**src/rtl/rot_pkg.sv**
```systemverilog
// Shared types and helpers for the rotation finder and the shifter bench models.
package rot_pkg;
  localparam int N = 3;
  localparam int W = 2 ** N;

  typedef enum logic [1:0] {IDLE, SEARCH, DONE} rf_state_t;

  // Rotate a word left by one bit.
  function automatic logic [W-1:0] rotl1(input logic [W-1:0] x);
    return {x[W-2:0], x[W-1]};
  endfunction
endpackage

```
**src/rtl/rotation_amount_finder.sv**
```systemverilog
// Sequential search for the smallest left-rotate amount mapping a onto y.
// One candidate per clock: rot walks through rotl(a,k) while cand tracks k.
module rotation_amount_finder #(
  parameter int N = 3
) (
  input  logic         clk,
  input  logic         reset,
  input  logic         start,
  input  logic [2**N-1:0] a,
  input  logic [2**N-1:0] y,
  output logic         busy,
  output logic         done,
  output logic         found,
  output logic [N-1:0] amt_left,
  output logic [N-1:0] amt_right
);
  import rot_pkg::*;

  localparam int WL = 2 ** N;

  rf_state_t r_state, w_next;

  logic [WL-1:0] r_rot;
  logic [WL-1:0] r_y;
  logic [N-1:0]  r_cand;
  logic          r_found;
  logic [N-1:0]  r_amt_l;
  logic [N-1:0]  r_amt_r;
  logic          r_busy;
  logic          r_done;

  logic w_match;
  logic w_last;

  assign w_match = (r_rot == r_y);
  assign w_last  = (r_cand == N'(WL - 1));

  // State register.
  always_ff @(posedge clk or posedge reset) begin
    if (reset) r_state <= IDLE;
    else       r_state <= w_next;
  end

  // Next-state logic; start is only honoured in IDLE, DONE always lasts one cycle.
  always_comb begin
    w_next = r_state;
    case (r_state)
      IDLE:    if (start) w_next = SEARCH;
      SEARCH:  if (w_match || w_last) w_next = DONE;
      DONE:    w_next = IDLE;
      default: w_next = IDLE;
    endcase
  end

  // Datapath: capture operands on start, step the candidate, latch the result.
  always_ff @(posedge clk or posedge reset) begin
    if (reset) begin
      r_rot   <= '0;
      r_y     <= '0;
      r_cand  <= '0;
      r_found <= 1'b0;
      r_amt_l <= '0;
      r_amt_r <= '0;
    end else begin
      case (r_state)
        IDLE: begin
          if (start) begin
            r_rot   <= a;
            r_y     <= y;
            r_cand  <= '0;
            r_found <= 1'b0;
          end
        end
        SEARCH: begin
          if (w_match) begin
            r_amt_l <= r_cand;
            r_amt_r <= N'(0) - r_cand;  // (W - k) mod W in N bits
            r_found <= 1'b1;
          end else if (w_last) begin
            r_found <= 1'b0;
            r_amt_l <= '0;
            r_amt_r <= '0;
          end else begin
            r_rot  <= {r_rot[WL-2:0], r_rot[WL-1]};
            r_cand <= r_cand + 1'b1;
          end
        end
        default: ;
      endcase
    end
  end

  // Status flags registered from the next state so they line up with it.
  always_ff @(posedge clk or posedge reset) begin
    if (reset) begin
      r_busy <= 1'b0;
      r_done <= 1'b0;
    end else begin
      r_busy <= (w_next == SEARCH);
      r_done <= (w_next == DONE);
    end
  end

  assign busy      = r_busy;
  assign done      = r_done;
  assign found     = r_found;
  assign amt_left  = r_amt_l;
  assign amt_right = r_amt_r;
endmodule

```
**config.mk**
```make
export PLATFORM = sky130hd
export DESIGN_NAME = rotation_amount_finder
export DESIGN_NICKNAME = d
export VERILOG_FILES = /design/src/rtl/rot_pkg.sv /design/src/rtl/rotation_amount_finder.sv
export SDC_FILE = /design/constraint.sdc
export NUM_CORES = 1
export LEC_CHECK = 0
export ABC_AREA = 0
export BUFFER_PORTS_ARGS = -buffer_cell sky130_fd_sc_hd__buf_2
export CORE_MARGIN = 5
export CORE_UTILIZATION = 49
export CTS_BUF_LIST = sky130_fd_sc_hd__clkbuf_2 sky130_fd_sc_hd__clkbuf_4 sky130_fd_sc_hd__clkbuf_8
export CTS_CLUSTER_SIZE = 40
export DETAILED_ROUTE_END_ITERATION = 8
export PLACE_DENSITY = 0.67
export SYNTH_ARGS = -nofsm -noshare
export SYNTH_HDL_FRONTEND = slang
export SYNTH_SLANG_ARGS = --single-unit
```
**constraint.sdc**
```tcl
create_clock -name clk -period 3.9 [get_ports clk]
set_input_delay 0.78 -clock clk [delete_from_list [all_inputs] [get_ports clk]]
set_output_delay 0.78 -clock clk [all_outputs]
set_load 0.05 [all_outputs]
```
==> reports/results.txt, run 1 <==
total power -> 0.00131 W
Final period util -> 55.2%
most frequent cells in the layout -> dfrtp_1, buf_2, a21oi_1
minimum clock period after layout -> 2150 ps
met1 usage -> 21.9%
Critical Path RT -> 4140 ps
Routability Congestion -> 0.843
clock sinks -> 29
CTS tree -> yes
Slowest cell on crit path -> a21oi_1
Starting Density -> 50.9%
status -> finished clean
commonest non-fill, non-tap cell in the layout -> dfrtp_1
Lkg Pwr -> 0.786 nW
layout cells sized above 1 -> 24.1%
row cnt -> 20
Final Hold Viols -> 0
critical path data arrival time -> 2400 ps
initial antenna violation count -> 0
share of the synthesized area in the top cell type -> 46.7%
core box area -> 0.00305 sq mm
post-DR wirelength/cell -> 16.0 um
Max Slew Vio Count -> 0
Fin Clk Skew -> 7.90 ps
crit path launch type -> flop
drt drc -> 0
boundary pin count -> 28
Slew Limit Headroom -> 27.3%
final core utilization -> 58.4%
Post CTS Setup Buffer Count -> 0
Top cell by count, worst path -> ha_1
TNS Setup -> 0 ps
max_cap viols -> 0
Achievable Freq -> 0.464 GHz
Synthesized Nets -> 166
WL final -> 3.43 mm
vias in the first global route -> 1255
fill count -> 276
grt peak-use layer -> met2
pwr/cell area -> 734 mW/mm^2
synthesis-stage register bit count -> 29
Syn Area/Cell -> 10.8 sq um
die width -> 66.3 um
delay-heaviest family, CP -> compound AO/OA/AOI/OAI gates
Gate Count Post-Synth -> 144
Worst Path Max Fanout -> 10
Overflow after GRT -> 0
first-pass GRT wire length -> 5.89 mm
RSZ-0062 raised after global routing -> no
Ant. Diodes -> 0
Yosys Warn Count -> 0
Setup violations, final -> 0
worst-margin pin slew -> 1090 ps
Area Overhead vs Synth -> 14.6%
Worst path max stage delay -> 600 ps
Register Area -> 726 sq um
Post-Synthesis Cell Area -> 0.00156 sq mm
CTS clk-pin slew, worst paths -> 90 ps
post-route ant nets -> 0
Clock Path Buffers -> 2
Port Buf Inserts -> 27
cts bufs inserted -> 5
post-synthesis sequential area ratio -> 46.7%
largest net degree at the start of global routing -> 30
Pre-antenna DRT Iters -> 4
Nets -> 191
Post-CTS Hold Fix Bufs -> 0
drt initial violations -> 25
Netlist cell types -> 30
Multi-input gate area -> 754 sq um
critical path class -> reg -> reg
total track usage -> 17.9%
CTS Root Cell -> clkbuf_4
Buf+Inv Stages, Crit Path -> 0
Cell Chain, Critical Path -> ha_1, ha_1, nand2b_1, a21oi_1, nand3_1, o211ai_1
CTS resizes -> 0
GRT met3 Usage -> 6.12%
vias after detailed routing -> 1256
dpl hpwl -> 2.42 mm
leading post-synthesis cells by cell area -> dfrtp_1, mux2_1, a21oi_1
vias per cell -> 5.87
H-tree depth -> 2
critical path endpoint category -> flop
post-synth top area cell -> dfrtp_1
Die Ht -> 66.3 um
clk_lat worst skew -> 330 ps
maximum VDD drop -> 0.379 mV
M2 GR Usage -> 28.6%
Hold Path Class -> reg -> reg
die area -> 0.00440 sq mm
==> path summary, 6_finish.rpt <==
| path | start | to | slack [ps] | depth (start not counted) |
|---|---|---|---|---|
| setup / recovery | r_cand[1] | r_rot[6] | 1750 | 6 |
| max in group asynchronous | reset | done | 2530 | 2 |
| min in group asynchronous | reset | r_rot[1] | 710 | 2 |
| setup reg to reg | r_cand[1] | r_rot[6] | 1750 | 6 |
| hold reg to reg | found | found | 490 | 1 |
| hold / removal | found | found | 490 | 1 |
==> flip-flops by register name, summed over array words and instances (netlist names) <==
name / cells
amt_left: 3
amt_right: 2
busy: 1
done: 1
found: 1
r_cand: 3
r_rot: 8
r_state: 2
r_y: 8
==> layer usage <==
metal  share of wire, %  routed length, um
met3                5.5                190
met5                  0                  0
met2                 50               1720
met1                 42               1440
met4                2.3                 78
==> report_power, final <==
group          internal, W  total [W]  switching [W]
combinational     0.000207   0.000606       0.000398
sequential        0.000403   0.000496      0.0000940
clock             0.000104   0.000205       0.000101
total             0.000714    0.00131       0.000594
==> cell families (layout without fill, tap and decap cells) <==
kind of cell,Yosys count,count (layout),synth area share [%]
AOI/OAI and AO/OA,37,37,16.1
buffers and inverters,17,43,4.83
muxes,8,8,5.79
and+or+nand+nor,41,41,19.1
xor gates and xnor gates,9,9,5.07
adders and majority gates,3,3,2.41
DFF,29,29,46.7
==> cells in the mapped netlist <==
cell type,instances
xnor2_1,1
a21o_1,2
mux2_1,8
a31oi_1,2
and3_1,1
buf_2,3
o21a_1,2
o311ai_1,1
buf_4,2
nand4_1,9
a21oi_1,14
and2_1,1
buf_1,1
nand3_1,10
nand2b_1,7
clkbuf_1,6
xor2_1,8
o22ai_1,2
a2111o_1,1
nor4_4,2
nand2_1,1
nor2b_1,1
inv_1,5
dfrtp_1,29
nor3b_2,1
nor4b_1,8
o21ai_1,1
o211ai_1,8
ha_1,3
a221o_1,4
==> stage by stage <==
step | instance area [sq um] | worst slack [ps] | hold slack, ps | cells
finish | 1780 | 1750 | 486 | 214
global route | 1780 | 1500 | 527 | 214
CTS | 1780 | 1740 | 494 | 214
detailed placement | 1710 | 1750 | 471 | 206
global placement | 1710 | 1810 | 463 | 206
floorplan | 1560 | 2010 | 478 | 144
==> area by class of cell <==
class,instances,share of cell area (%)
Clock inverter,1,0.281
Timing Repair Buffer,30,8.85
Inverter,5,1.05
Tap cell,44,3.09
Multi-Input combinational cell,98,42.3
Clock buffer,7,3.65
Sequential cell,29,40.7
==> worst register-to-register path: stages, from the launching register on <==
cell,delay (ps)
dfrtp_1,440
ha_1,200
ha_1,290
nand2b_1,200
a21oi_1,600
nand3_1,160
o211ai_1,190
No activity file was read; power rests on OpenSTA's default activity.
==> run 2, diff against run 1 <==
==> constraint.sdc (replaced) <==
create_clock -name clk -period 2.2 [get_ports clk]
set_input_delay 0.44 -clock clk [delete_from_list [all_inputs] [get_ports clk]]
set_output_delay 0.44 -clock clk [all_outputs]
set_load 0.05 [all_outputs]
==> run 2 against run 1 <==
Net effect: hold slack got worse by 330 ps; largest power group unchanged; clock-buffer cell count did not move; largest cell class unchanged; clock power rose by 66%; cell count rose by 1.9%; critical path depth did not move; power rose by 80%; highest routed layer unchanged.
==> reports/results.txt, run 2 (synthesized netlist as in run 1, its figures left out) <==
Critical Path RT -> 2390 ps (-1750 ps)
hold_ws -> 159 ps (-327 ps)
commonest non-fill, non-tap cell in the layout -> dfrtp_1
critical path endpoint category -> flop
Clock Path Buffers -> 2 (unchanged)
Fin Clk Skew -> 2.97 ps (-4.93 ps)
Worst R2R Path Depth -> 6 (unchanged)
critical path data arrival time -> 2230 ps (-170 ps)
boundary pin count -> 28 (unchanged)
maximum VDD drop -> 0.743 mV (+96%)
Area Overhead vs Synth -> 16.3%
layout cells sized above 1 -> 25.9% (+1.7 points)
Post CTS Setup Buffer Count -> 0 (unchanged)
drt drc -> 0 (unchanged)
NetSw -> 0.00107 W (+80%)
total power -> 0.00235 W (+80%)
vias per cell -> 6.02 (+2.5%)
Starting Density -> 50.9% (unchanged)
CTS Root Cell -> clkbuf_4
Buf+Inv Stages, Crit Path -> 0 (unchanged)
sequential power share -> 36.4% (-1.6 points)
cts bufs inserted -> 5 (unchanged)
Lkg Pwr -> 0.804 nW (+2.3%)
initial antenna violation count -> 0 (unchanged)
max_cap viols -> 0 (unchanged)
die width -> 66.3 um (unchanged)
Overflow after GRT -> 0 (unchanged)
Die Ht -> 66.3 um (unchanged)
largest net degree at the start of global routing -> 30 (unchanged)
Worst Path Max Fanout -> 11 (+1)
status -> finished clean
clk_lat worst skew -> 330 ps (about the same)
internal reg-to-reg setup slack -> 170 ps (-1580 ps)
Top Registers -> r_rot x8, r_y x8
critical path class -> reg -> reg
total track usage -> 18.1% (+0.20 points)
vias after detailed routing -> 1312 (+4.5%)
post-route ant nets -> 0 (unchanged)
Slowest cell on crit path -> dfrtp_1
minimum clock period after layout -> 2030 ps (-119 ps)
Worst path max stage delay -> 430 ps (-170 ps)
die area -> 0.00440 sq mm (unchanged)
Cell Chain, Critical Path -> ha_1, ha_1, nand2b_1, a21o_1, a31oi_1, o22ai_1
first-pass GRT wire length -> 5.92 mm (+0.59%)
Hold Path Class -> in -> async
row cnt -> 20 (unchanged)
Ant. Diodes -> 0 (unchanged)
Critical Path Stages -> 6 (unchanged)
Nets -> 196 (+2.6%)
dpl hpwl -> 2.51 mm (+3.6%)
worst-margin pin slew -> 505 ps (-584 ps)
combinational share of power -> 49.0% (+2.7 points)
RSZ-0062 raised after global routing -> no
CTS tree -> yes
Top cell by count, worst path -> ha_1
Pre-antenna DRT Iters -> 4 (unchanged)
Port Buf Inserts -> 27 (unchanged)
vias in the first global route -> 1312 (+4.5%)
switching share of power -> 45.5% (+0.089 points)
most frequent cells in the layout -> dfrtp_1, buf_2, a21oi_1
Final Hold Viols -> 0 (unchanged)
Slew Limit Headroom -> 66.4% (+39 points)
H-tree depth -> 2 (unchanged)
clock sinks -> 29 (unchanged)
Clock power frac -> 14.5% (-1.2 points)
CTS clk-pin slew, worst paths -> 90 ps (about the same)
internal power -> 0.00128 W (+79%)
Routability Congestion -> 0.913 (+8.4%)
crit path launch type -> flop
core box area -> 0.00305 sq mm (unchanged)
Final period util -> 92.5% (+37 points)
Setup violations, final -> 0 (unchanged)
TNS Setup -> 0 ps (unchanged)
Achievable Freq -> 0.492 GHz (+5.9%)
CTS resizes -> 0 (unchanged)
pwr/cell area -> 1300 mW/mm^2 (+77%)
Post-CTS Hold Fix Bufs -> 0 (unchanged)
Max Slew Vio Count -> 0 (unchanged)
fill count -> 278 (+0.72%)
post-DR wirelength/cell -> 16.2 um (+0.80%)
WL final -> 3.52 mm (+2.7%)
delay-heaviest family, CP -> compound AO/OA/AOI/OAI gates
drt initial violations -> 72 (+190%)
==> run 2: power groups by stage <==
stage	Clock, W	Combinational [W]	Sequential, W
after floorplan	0	0.000722	0.00100
after global placement	0	0.00111	0.000860
after detailed placement	0	0.00115	0.000870
after CTS	0.000352	0.00116	0.000857
after global routing	0.000374	0.00125	0.000884
final	0.000341	0.00115	0.000856
==> run 2: layout make-up <==
type / count / area [sq um] / area share (%)
timing repair buffer: 35 / 195 / 10.8
tap: 44 / 55.1 / 3.04
multi-input combinational: 98 / 754 / 41.7
clock buffer: 7 / 58.8 / 3.25
inverter: 5 / 18.8 / 1.04
sequential: 29 / 726 / 40.1
==> run 2: final timing paths <==
path                              to  startpoint
max in group asynchronous       done       reset
hold reg to reg                found       found
setup / recovery           r_cand[1]   r_cand[0]
min in group clk              r_y[7]        y[7]
setup reg to reg           r_cand[1]   r_cand[0]
hold / removal                r_y[3]       reset
==> run 2: worst register-to-register path: stages (launching register included) <==
cell      delay [ps]
dfrtp_1          430
ha_1             230
ha_1             280
nand2b_1         190
a21o_1           280
a31oi_1          360
o22ai_1          130
==> run 2: per-layer routing <==
metal / GRT usage (%) / wire [um] / part of all wire, % / up-vias
met5: 0 / 0 / 0 / -
met4: 8.12 / 82 / 2.3 / 0
met3: 6.12 / 158 / 4.5 / 10
met2: 30.5 / 1820 / 52 / 48
met1: 20.5 / 1470 / 42 / 651
li1: - / - / - / 603
==> run 2: metrics by stage <==
stage | setup slack, ps | cell area, sq um | util (%) | instances
3_3_place_gp | 322 | 1750 | 57.3 | 211
2_1_floorplan | 314 | 1560 | - | 144
3_5_place_dp | 169 | 1750 | 57.3 | 211
6_report | 166 | 1810 | 59.2 | 218
4_1_cts | 157 | 1810 | 59.2 | 218
5_1_grt | 35.4 | 1810 | 59.2 | 218
==> run 3, diff against run 2 <==
--- a/config.mk
+++ b/config.mk
@@ -7,12 +7,14 @@
 export LEC_CHECK = 0
 export ABC_AREA = 0
 export BUFFER_PORTS_ARGS = -buffer_cell sky130_fd_sc_hd__buf_2
+export CELL_PAD_IN_SITES_DETAIL_PLACEMENT = 0
+export CELL_PAD_IN_SITES_GLOBAL_PLACEMENT = 1
 export CORE_MARGIN = 5
-export CORE_UTILIZATION = 49
+export CORE_UTILIZATION = 45
 export CTS_BUF_LIST = sky130_fd_sc_hd__clkbuf_2 sky130_fd_sc_hd__clkbuf_4 sky130_fd_sc_hd__clkbuf_8
 export CTS_CLUSTER_SIZE = 40
 export DETAILED_ROUTE_END_ITERATION = 8
-export PLACE_DENSITY = 0.67
+export PLACE_DENSITY = 0.78
 export SYNTH_ARGS = -nofsm -noshare
 export SYNTH_HDL_FRONTEND = slang
 export SYNTH_SLANG_ARGS = --single-unit
==> run 3 against run 2 <==
Net effect: flip-flop and latch count did not move; sequential power increased by 3.9%; largest power group unchanged; highest routed layer unchanged; final area increased by 0.62%; hold slack improved by 14 ps; largest cell class unchanged; utilization decreased by 4.7 points; global-route usage grew 0.73 points.
==> reports/results.txt, run 3 (synthesized netlist as in run 1, its figures left out) <==
delay-heaviest family, CP -> compound AO/OA/AOI/OAI gates
RSZ-0062 raised after global routing -> no
total track usage -> 18.8% (+0.73 points)
Cell Chain, Critical Path -> ha_1, ha_1, nand2b_1, a21o_1, a31oi_1, o22ai_1
Pre-antenna DRT Iters -> 4 (unchanged)
cts bufs inserted -> 5 (unchanged)
Worst R2R Path Depth -> 6 (unchanged)
Die Ht -> 68.8 um (+3.7%)
R2R Path End -> r_cand[2]
initial antenna violation count -> 0 (unchanged)
final worst setup slack -> 138 ps (-27.6 ps)
critical path endpoint category -> flop
Top cell by count, worst path -> ha_1
Final period util -> 93.7% (+1.3 points)
Post CTS Setup Buffer Count -> 0 (unchanged)
CTS Root Cell -> clkbuf_4
R2R Path Start -> r_cand[0]
Worst Path Max Fanout -> 11 (unchanged)
layout cells sized above 1 -> 26.7% (+0.84 points)
Overflow after GRT -> 0 (unchanged)
vias in the first global route -> 1314 (+0.15%)
H-tree depth -> 2 (unchanged)
Critical Path Stages -> 6 (unchanged)
Buf+Inv Stages, Crit Path -> 0 (unchanged)
Starting Density -> 46.6% (-4.3 points)
Critical Path RT -> 2400 ps (about the same)
Fin Clk Skew -> 3.97 ps (+0.996 ps)
critical path class -> reg -> reg
first-pass GRT wire length -> 6.49 mm (+9.6%)
fill count -> 320 (+15%)
commonest non-fill, non-tap cell in the layout -> dfrtp_1
vias after detailed routing -> 1299 (-0.99%)
Port Buf Inserts -> 27 (unchanged)
Hold Path Class -> in -> async
internal reg-to-reg setup slack -> 140 ps (-30 ps)
Routability Congestion -> 0.924 (+1.2%)
vias per cell -> 5.85 (-2.8%)
die width -> 68.8 um (+3.7%)
Final Hold Viols -> 0 (unchanged)
Clock Path Buffers -> 2 (unchanged)
crit path launch type -> flop
max_cap viols -> 0 (unchanged)
minimum clock period after layout -> 2060 ps (+27.6 ps)
critical path data arrival time -> 2260 ps (+30 ps)
final core utilization -> 54.5% (-4.7 points)
CP Capture Point -> r_cand[2]
CTS resizes -> 0 (unchanged)
worst-margin pin slew -> 464 ps (-40.3 ps)
Slowest cell on crit path -> dfrtp_1
critical path startpoint -> r_cand[0]
CTS clk-pin slew, worst paths -> 90 ps (about the same)
Lkg Pwr -> 0.811 nW (+0.92%)
Nets -> 197 (+0.51%)
Slew Limit Headroom -> 69.0% (+2.7 points)
clock sinks -> 29 (unchanged)
maximum VDD drop -> 0.728 mV (-2.0%)
Worst path max stage delay -> 420 ps (about the same)
row cnt -> 21 (+5.0%)
die area -> 0.00473 sq mm (+7.5%)
Top Registers -> r_rot x8, r_y x8
Achievable Freq -> 0.485 GHz (-1.3%)
drt initial violations -> 95 (+32%)
post-DR wirelength/cell -> 17.2 um (+6.6%)
dpl hpwl -> 2.66 mm (+6.0%)
WL final -> 3.83 mm (+8.6%)
TNS Setup -> 0 ps (unchanged)
Area Overhead vs Synth -> 17.0%
Setup violations, final -> 0 (unchanged)
Post-CTS Hold Fix Bufs -> 0 (unchanged)
pre-CTS worst setup slack -> 178 ps (+8.79 ps)
core box area -> 0.00334 sq mm (+9.3%)
post-route ant nets -> 0 (unchanged)
largest net degree at the start of global routing -> 30 (unchanged)
status -> finished clean
Max Slew Vio Count -> 0 (unchanged)
pwr/cell area -> 1300 mW/mm^2 (about the same)
drt drc -> 0 (unchanged)
design area -> 0.00182 sq mm (+0.62%)
Ant. Diodes -> 0 (unchanged)
Area after DPL -> 0.00176 sq mm (+0.57%)
CTS tree -> yes
clk_lat worst skew -> 320 ps (about the same)
boundary pin count -> 28 (unchanged)
most frequent cells in the layout -> dfrtp_1, buf_2, a21oi_1
[run 3: cell count changes in the layout (fill, tap and decap cells not counted)]
cell	change
buf_4	+1
clkbuf_8	-1
clkbuf_4	+2
[run 3: through the flow]
stage               instances  hold WS, ps  total power (W)
floorplan                 144          478          0.00173
global placement          214          461          0.00199
detailed placement        214          467          0.00203
CTS                       222          183          0.00237
global route              222          197          0.00253
finish                    222          173          0.00236
[run 3: final cells by class]
class | instances | area (sq um) | area share, %
well taps | 46 | 57.6 | 3.16
inverters | 5 | 18.8 | 1.03
repair buffers | 36 | 203 | 11.1
clock buffers | 8 | 60.1 | 3.30
multi-input cells | 98 | 754 | 41.5
flip-flops and latches | 29 | 726 | 39.9
[run 3: worst reg2reg max path, delay by kind of cell (launching register included)]
family	cells	cell delay, ps
compound gates	3	820
fa+ha+maj	2	500
flops	1	420
simple gates	1	200
[run 3: power breakdown]
group / switching, W / internal, W
logic: 0.000737 / 0.000394
registers: 0.000176 / 0.000714
clock network: 0.000177 / 0.000164
total: 0.00109 / 0.00127
[run 3: per-layer routing]
| metal | wire (um) | track usage [%] | part of all wire (%) | vias to the layer above |
|---|---|---|---|---|
| met2 | 1940 | 29.0 | 51 | 40 |
| met3 | 219 | 5.83 | 5.7 | 10 |
| li1 | - | - | - | 602 |
| met4 | 63 | 7.79 | 1.6 | 0 |
| met1 | 1600 | 24.5 | 42 | 647 |
| met5 | 0 | 0 | 0 | - |
[run 3: how the worst min path moves through the flow]
| stage | from | to | slack, ps |
|---|---|---|---|
| 2_1_floorplan | r_y[3] | r_y[3] | 480 |
| 3_3_place_gp | found | found | 460 |
| 3_5_place_dp | found | found | 470 |
| 4_1_cts | reset | r_y[7] | 180 |
| 5_1_grt | reset | r_y[4] | 200 |
| 6_report | reset | r_y[7] | 170 |
